## src/rtl/pixel_streamer.sv

```systemverilog
// Fetches packed words from a synchronous frame memory, unpacks PIX_PER_WORD
// pixels MSB-first and streams them one per cycle over valid/ready with SOF/EOF.
module pixel_streamer #(
  parameter int unsigned PIX_W        = 24,
  parameter int unsigned PIX_PER_WORD = 2,
  parameter int unsigned ADDR_W       = 16,
  parameter int unsigned N_WORDS      = 32400,
  parameter int unsigned RD_LAT       = 1
) (
  input  logic                          clk_i,
  input  logic                          reset_i,
  input  logic                          enable_i,
  input  logic                          restart_i,
  output logic [ADDR_W-1:0]             mem_addr_o,
  output logic                          mem_rd_o,
  input  logic [PIX_W*PIX_PER_WORD-1:0] data_in_i,
  output logic [PIX_W-1:0]              rgb_o,
  output logic                          rgb_valid_o,
  input  logic                          rgb_ready_i,
  output logic                          sof_o,
  output logic                          eof_o,
  output logic                          busy_o
);

  localparam int unsigned WORD_W = PIX_W * PIX_PER_WORD;
  localparam int unsigned SLOT_W = (PIX_PER_WORD > 1) ? $clog2(PIX_PER_WORD) : 1;
  localparam int unsigned LAT_W  = (RD_LAT > 1) ? $clog2(RD_LAT) : 1;
  localparam logic [SLOT_W-1:0] SLOT_LAST = SLOT_W'(PIX_PER_WORD - 1);
  localparam logic [LAT_W-1:0]  LAT_LAST  = LAT_W'(RD_LAT - 1);
  localparam logic [ADDR_W-1:0] ADDR_LAST = ADDR_W'(N_WORDS - 1);

  typedef enum logic [1:0] {
    S_IDLE,
    S_REQ,
    S_WAIT,
    S_STREAM
  } state_e;

  state_e              state_q, state_d;
  logic [ADDR_W-1:0]   addr_q, addr_d;
  logic [SLOT_W-1:0]   slot_q, slot_d, slot_nxt;
  logic [LAT_W-1:0]    lat_q, lat_d;
  logic [WORD_W-1:0]   word_q, word_d;
  logic [PIX_W-1:0]    rgb_q, rgb_d;
  logic                rgb_valid_q, rgb_valid_d;
  logic                sof_q, sof_d;
  logic                eof_q, eof_d;
  logic                mem_rd_q, mem_rd_d;
  logic                busy_q, busy_d;

  // Slot 0 is the most significant pixel of the word.
  function automatic logic [PIX_W-1:0] pick(input logic [WORD_W-1:0] word,
                                            input logic [SLOT_W-1:0] slot);
    int unsigned shamt;
    shamt = PIX_W * (PIX_PER_WORD - 1 - 32'(slot));
    return PIX_W'(word >> shamt);
  endfunction

  always_comb begin
    state_d     = state_q;
    addr_d      = addr_q;
    slot_d      = slot_q;
    slot_nxt    = slot_q + SLOT_W'(1);
    lat_d       = lat_q;
    word_d      = word_q;
    rgb_d       = rgb_q;
    rgb_valid_d = rgb_valid_q;
    sof_d       = sof_q;
    eof_d       = eof_q;
    mem_rd_d    = 1'b0;
    busy_d      = 1'b0;

    unique case (state_q)
      S_IDLE: begin
        if (enable_i) state_d = S_REQ;
      end
      S_REQ: begin
        lat_d   = '0;
        state_d = S_WAIT;
      end
      S_WAIT: begin
        if (lat_q == LAT_LAST) begin
          state_d     = S_STREAM;
          lat_d       = '0;
          word_d      = data_in_i;
          slot_d      = '0;
          rgb_d       = pick(data_in_i, '0);
          rgb_valid_d = 1'b1;
          sof_d       = (addr_q == '0);
          eof_d       = (addr_q == ADDR_LAST) && (SLOT_LAST == '0);
        end else begin
          lat_d = lat_q + LAT_W'(1);
        end
      end
      S_STREAM: begin
        if (rgb_ready_i) begin
          sof_d = 1'b0;
          if (slot_q == SLOT_LAST) begin
            rgb_valid_d = 1'b0;
            eof_d       = 1'b0;
            slot_d      = '0;
            addr_d      = (addr_q == ADDR_LAST) ? '0 : addr_q + ADDR_W'(1);
            state_d     = enable_i ? S_REQ : S_IDLE;
          end else begin
            slot_d = slot_nxt;
            rgb_d  = pick(word_q, slot_nxt);
            eof_d  = (addr_q == ADDR_LAST) && (slot_nxt == SLOT_LAST);
          end
        end
      end
      default: state_d = S_IDLE;
    endcase

    // Abort wins over everything in flight, including a same-cycle handshake.
    if (restart_i) begin
      state_d     = S_IDLE;
      addr_d      = '0;
      slot_d      = '0;
      lat_d       = '0;
      rgb_valid_d = 1'b0;
      sof_d       = 1'b0;
      eof_d       = 1'b0;
    end

    mem_rd_d = (state_d == S_REQ);
    busy_d   = (state_d != S_IDLE);
  end

  always_ff @(posedge clk_i) begin
    if (reset_i) begin
      state_q     <= S_IDLE;
      addr_q      <= '0;
      slot_q      <= '0;
      lat_q       <= '0;
      word_q      <= '0;
      rgb_q       <= '0;
      rgb_valid_q <= 1'b0;
      sof_q       <= 1'b0;
      eof_q       <= 1'b0;
      mem_rd_q    <= 1'b0;
      busy_q      <= 1'b0;
    end else begin
      state_q     <= state_d;
      addr_q      <= addr_d;
      slot_q      <= slot_d;
      lat_q       <= lat_d;
      word_q      <= word_d;
      rgb_q       <= rgb_d;
      rgb_valid_q <= rgb_valid_d;
      sof_q       <= sof_d;
      eof_q       <= eof_d;
      mem_rd_q    <= mem_rd_d;
      busy_q      <= busy_d;
    end
  end

  assign mem_addr_o  = addr_q;
  assign mem_rd_o    = mem_rd_q;
  assign rgb_o       = rgb_q;
  assign rgb_valid_o = rgb_valid_q;
  assign sof_o       = sof_q;
  assign eof_o       = eof_q;
  assign busy_o      = busy_q;

endmodule
```

## config.mk

```make
export PLATFORM = sky130hd
export DESIGN_NAME = pixel_streamer
export DESIGN_NICKNAME = d
export VERILOG_FILES = /design/src/rtl/pixel_streamer.sv
export SDC_FILE = /design/constraint.sdc
export NUM_CORES = 1
export LEC_CHECK = 0
export CAP_MARGIN = 20
export CORE_MARGIN = 1
export CORE_UTILIZATION = 46
export DETAILED_ROUTE_END_ITERATION = 7
export GPL_ROUTABILITY_DRIVEN = 0
export PLACE_DENSITY = 0.77
export RECOVER_POWER = 50
export SLEW_MARGIN = 20
export SYNTH_ARGS = -nofsm -noshare
export SYNTH_HDL_FRONTEND = slang
export SYNTH_SLANG_ARGS = --single-unit
```

## constraint.sdc

```tcl
create_clock -name clk_i -period 1.9 [get_ports clk_i]
set_input_delay 0.38 -clock clk_i [delete_from_list [all_inputs] [get_ports clk_i]]
set_output_delay 0.38 -clock clk_i [all_outputs]
set_load 0.03 [all_outputs]
```

After elaboration in Yosys (flattened, before gate mapping)
Cells that the tools add are included.

$mul: 1. Reduce and logical (&&, ||, !) cells: 12. Equality and inequality tests: 9. Bitwise logic cells: 1. Add/sub/neg operators: 4. Muxes and demuxes: 28. Shifts and indexed selects: 1.

Operator list (count): 24-bit 2-to-1 mux (3); 24-bit one-hot mux with 2 select lines (1); 48-bit by 32-bit >> shifter with 24-bit output (1); 2-bit by 32-bit multiplier with 29-bit output, first input constant (1); 16-bit by 1-bit adder with 16-bit output, second input constant (1); 16-bit by 15-bit equality test with 1-bit output, second input constant (1); 16-bit logical NOT (1); 16-bit 2-to-1 mux (1); 1-bit 2-to-1 mux (12); 2-bit 2-to-1 mux (5); 1-bit one-hot mux with 2 select lines (5); 2-bit != test, second input constant (4); 2-bit one-hot mux with 4 select lines (1); 4-bit AND reduction (2); 3-bit AND reduction (2); 2-bit nonzero test (3); 2-bit by 1-bit equality test with 1-bit output, second input constant (2); 2-bit equality test, second input constant (2); 1-bit adder, second input constant (2); 2-bit logical NOT (1); 2-bit AND reduction (1); 2-bit OR reduction (1); 1-bit by 1-bit subtractor with 2-bit output, first input constant (1); 1-bit logical AND (1); 1-bit inverter (1).

Logic and storage cells: 67. Bits in registers: 97.

Depth between registers and ports, before layout
Depth after elaboration: 7. Mapped depth: 6. Gate-level depth less buffers: 6.

Worst setup path before layout
Ideal clock, no wire load.

Path kind: register to register. From: reg addr_q[1], in the netlist mem_addr_o[1]. To: reg addr_q[14], in the netlist mem_addr_o[14]. Buffers on the path: 0. Data arrival time: 1.854 ns. Path slack: -0.025 ns. Cell stages (with the launch flop): 6. Period minus slack after synthesis: 1.925 ns. Path through: dfxtp_1 > ha_1 > nand2_1 > or4_4 > or3_1 > a21oi_1.

Cells in the longest elaborated chain, start to end: 2.

Ends and longest elaborated chain: from (decl) (RTL line 40) `logic [ADDR_W-1:0] addr_q, addr_d;`; from (signal assigned) (RTL line 144) `addr_q <= addr_d;`; 16-bit by 1-bit adder with 16-bit output / 16-bit by 15-bit equality test with 1-bit output (equally long branches) (RTL line 102) `addr_d = (addr_q == ADDR_LAST) ? '0 : addr_q + ADDR_W'(1);`; 16-bit 2-to-1 mux (*) (RTL line 102).

Every way passes the cells marked *; elsewhere a longest branch is shown, timed or not. A chain may end at the register's enable or synchronous reset.

Worst setup path after layout
From: reg addr_q[15], in the netlist mem_addr_o[15]. To: out mem_addr_o[15].

RTL lines: to (decl) (RTL line 14) `output logic [ADDR_W-1:0] mem_addr_o,`.

No word-level cell between the ends.

==> results.toml <==
[sta]
drv_slew = 0
slew_headroom_pct = 61.7
finalSetupViolCount = 0
fin_crit_sh_pct = 97.3
fin_worst_skew_ns = 0.00781
fin_crit_ns = 1.85
worstMarginPinSlew_ns = 0.574
hold_viol_final = 0
max_freq_mhz = 541
hold_ws_ns = 0.376
fin_ws_ns = 0.0519
rsz0062_at_grt = "false"

[yosys]
synth-async-reset-ratio_pct = 0
syn_area_mm2 = 0.00313
synth-main-ff-cell = "dfxtp_1"
synth_cells = 380
yosysTopAreaCellShare_pct = 48.5
synth.area.top_cells = "dfxtp_1 (49%), nand2_1 (8.5%), a21oi_1 (5.9%)"
ys_types = 38
synth_area_per_cell_um2 = 8.25
syn_nets = 435
synth_edf_count = 0
synth_top_area_cell = "dfxtp_1"
seq_area_frac_synth_pct = 48.5
synth_seq_cells = 76
ys.warnings.count = 0

[placed_design]
place_ws_ns = -0.267
dpl.cell_count = 540
dp_hpwl_mm = 5.70
postPlaceCellArea_mm2 = 0.00424
portBuffers = 97

[critical_path]
cp.required_ns = 1.52
worstPathArrival_ns = 1.47
critPathKind = "reg2out"
path_buf_inv = 1
start_kind = "flop"
cp-end-kind = "output pin"
crit-reg2reg-launch = "mem_addr_o[1]"
r2r_slack_ns = 0.13
cp_slowest_cell = "clkdlybuf4s50_1"
cp_cell_sequence = "clkdlybuf4s50_1"
max_stage_delay_ns = 0.71
crit_family = "buffers and inverters"
r2r-end = "mem_addr_o[12]"
crit_path_max_fanout = 5
worstRegToRegCells = 5

[cts]
htree_levels = 3
root_buffer = "clkbuf_8"
clkLatencyLatePin_ns = 0.35
cts_hold_buf = 0
cts.sinks = 76
clk_pin_slew_ns = 0.08
cts_setup_buffers = 0
cts.path.max_buffers = 2
cts_buffers = 9
tritoncts = "done"

[outcome]
outcome = "finished with violations"
violations = "DRC"

[grt]
use_met2_pct = 39.0
grt_max_degree = 53
antenna_found_initial = 0
grt.overflow.total = 0
met1_usage_pct = 30.2
grt_use_met3_pct = 5.51
grtUsageTotal_pct = 24.1
grt_pass1_vias = 2952
busiest_layer = "met2"
grt_pass1_wl_mm = 13.6

[flow_run]
cap_viol_max_count = 0

[route]
drtIter0Drc = 184
route.antenna.remaining_nets = 0
drtPass1Iterations = 6
drc = 10
avgRoutedWirePerCell_um = 15.0
wirelength_mm = 8.35
viasPerCell = 5.50
via_count = 3051

[min_path]
hold_path_class = "in2reg"
min_to = "mem_addr_o[15]"
min_from = "reset_i"
holdPathStages = 4

[cells_and_area]
design_area_mm2 = 0.00439
diodes = 0
final_nets = 529
multi_input_area_mm2 = 0.00146
drive_gt1_share_pct = 9.21
seq_area_mm2 = 0.00152
instances_no_fill = 555
syn_to_final_growth_pct = 40.1
n_fill_cell = 546

[floorplan]
start_util_pct = 48.5
die_h_um = 84.5
num_io_pins = 98
num_rows = 29
dieArea_mm2 = 0.00715
core_area_mm2 = 0.00646
die_w_um = 84.5

[power]
vdd_drop_max_uv = 440
power_leakage_nw = 1.49
power.density_mw_per_mm2 = 727
cell type report:
cell class	count	share of cell area, %
Clock inverter	5	1.37
Tap cell	77	2.19
Inverter	6	0.513
Multi-Input combinational cell	265	33.3
Sequential cell	76	34.7
Clock buffer	10	3.13
Timing Repair Buffer	116	24.8
metrics by stage:
stage / util [%] / total power, mW / setup TNS (ns)
after floorplan: - / 1.80 / 0
after global placement: 65.6 / 1.98 / -2.20
after detailed placement: 65.6 / 1.98 / -5.17
after CTS: 68.5 / 3.21 / 0
after global routing: 68.0 / 3.33 / 0
final: 68.0 / 3.19 / 0
power by group:
group / leakage (nW) / total [mW] / internal, mW / switching (mW)
Sequential: 0.615 / 1.63 / 1.62 / 0.0141
Clock: 0.0992 / 1.24 / 0.642 / 0.602
Combinational: 0.778 / 0.315 / 0.170 / 0.144
Total: 1.49 / 3.19 / 2.43 / 0.760
what timing repair did:
| action | 4_1_cts | 5_1_grt |
|---|---|---|
| endpoints found under the hold margin | 0 | 0 |
| setup endpoints to repair | 8 | 5 |
| resized for setup | 8 | 5 |
routing by layer:
metal | share of wire [%] | up-vias | wire [um]
met5 | 0 | - | 0
met2 | 47 | 101 | 3950
met1 | 45 | 1417 | 3740
met4 | 3.1 | 0 | 259
li1 | - | 1512 | -
met3 | 4.8 | 21 | 400
cells by family (layout without fill, tap and decap cells):
logic type                 Yosys count  after routing  share of synthesized area (%)
AOI/OAI and AO/OA                   94             94                           18.1
xor gates and xnor gates            11             11                           3.07
adders and majority gates            2              2                          0.798
buffers and inverters               39            137                           4.87
DFF                                 76             76                           48.5
muxes                                7              7                           2.24
and+or+nand+nor                    151            151                           22.4
cells in the final DEF (no fill, tap or decap), types with 2 or more instances in the layout:
master           synthesis  routed
clkdlybuf4s50_1          0      83
dfxtp_1                 76      74
nand2_1                 71      71
nor2_1                  39      39
a21oi_1                 37      37
o22ai_1                 20      20
a211oi_1                20      20
buf_4                    1      15
xnor2_1                 10      10
clkbuf_8                 0      10
o21ai_0                  9       9
dlygate4sd2_1            0       8
mux2i_1                  7       7
nor3_1                   7       7
inv_1                    6       6
nand4_1                  5       5
nand3_1                  5       5
nor4_1                   5       5
clkbuf_1                26       5
o211ai_1                 4       4
nor2b_1                  3       2
o21a_1                   2       2
and4_1                   2       2
or3_1                    2       2
ha_1                     2       2
inv_6                    0       2
dfxtp_2                  0       2
clkbuf_2                 0       2
buf_12                   0       2
cell usage after synthesis, types with 2 or more instances:
library cell  number
buf_2              2
o21ai_0            9
dfxtp_1           76
mux2i_1            7
buf_1              4
clkbuf_1          26
nor2_1            39
nand3_1            5
a211oi_1          20
o21a_1             2
nor3_1             7
or3_1              2
nor2b_1            3
nor4_1             5
a21oi_1           37
nand4_1            5
o22ai_1           20
and4_1             2
inv_1              6
ha_1               2
and2_1             2
xnor2_1           10
nand2_1           71
o211ai_1           4
state kept, by name (all words and copies together) (netlist names):
name and cells:
busy_o 1, eof_o 1, mem_addr_o 16, mem_rd_o 1
rgb_o 24, rgb_valid_o 1, slot_q 1, sof_o 1
state_q 2, word_q 28
worst max-delay path by stage:
stage	slack [ns]	cells past startpoint	to	startpoint
after CTS	0.003	1	mem_addr_o[10]	mem_addr_o[10]
after detailed placement	-0.27	5	mem_addr_o[12]	rgb_ready_i
after floorplan	0.06	4	mem_addr_o[14]	mem_addr_o[3]
after global placement	-0.20	5	mem_addr_o[12]	rgb_ready_i
final	0.05	1	mem_addr_o[15]	mem_addr_o[15]
after global routing	0.001	1	mem_addr_o[15]	mem_addr_o[15]
Note: power is estimated with default switching activity, not from simulation.
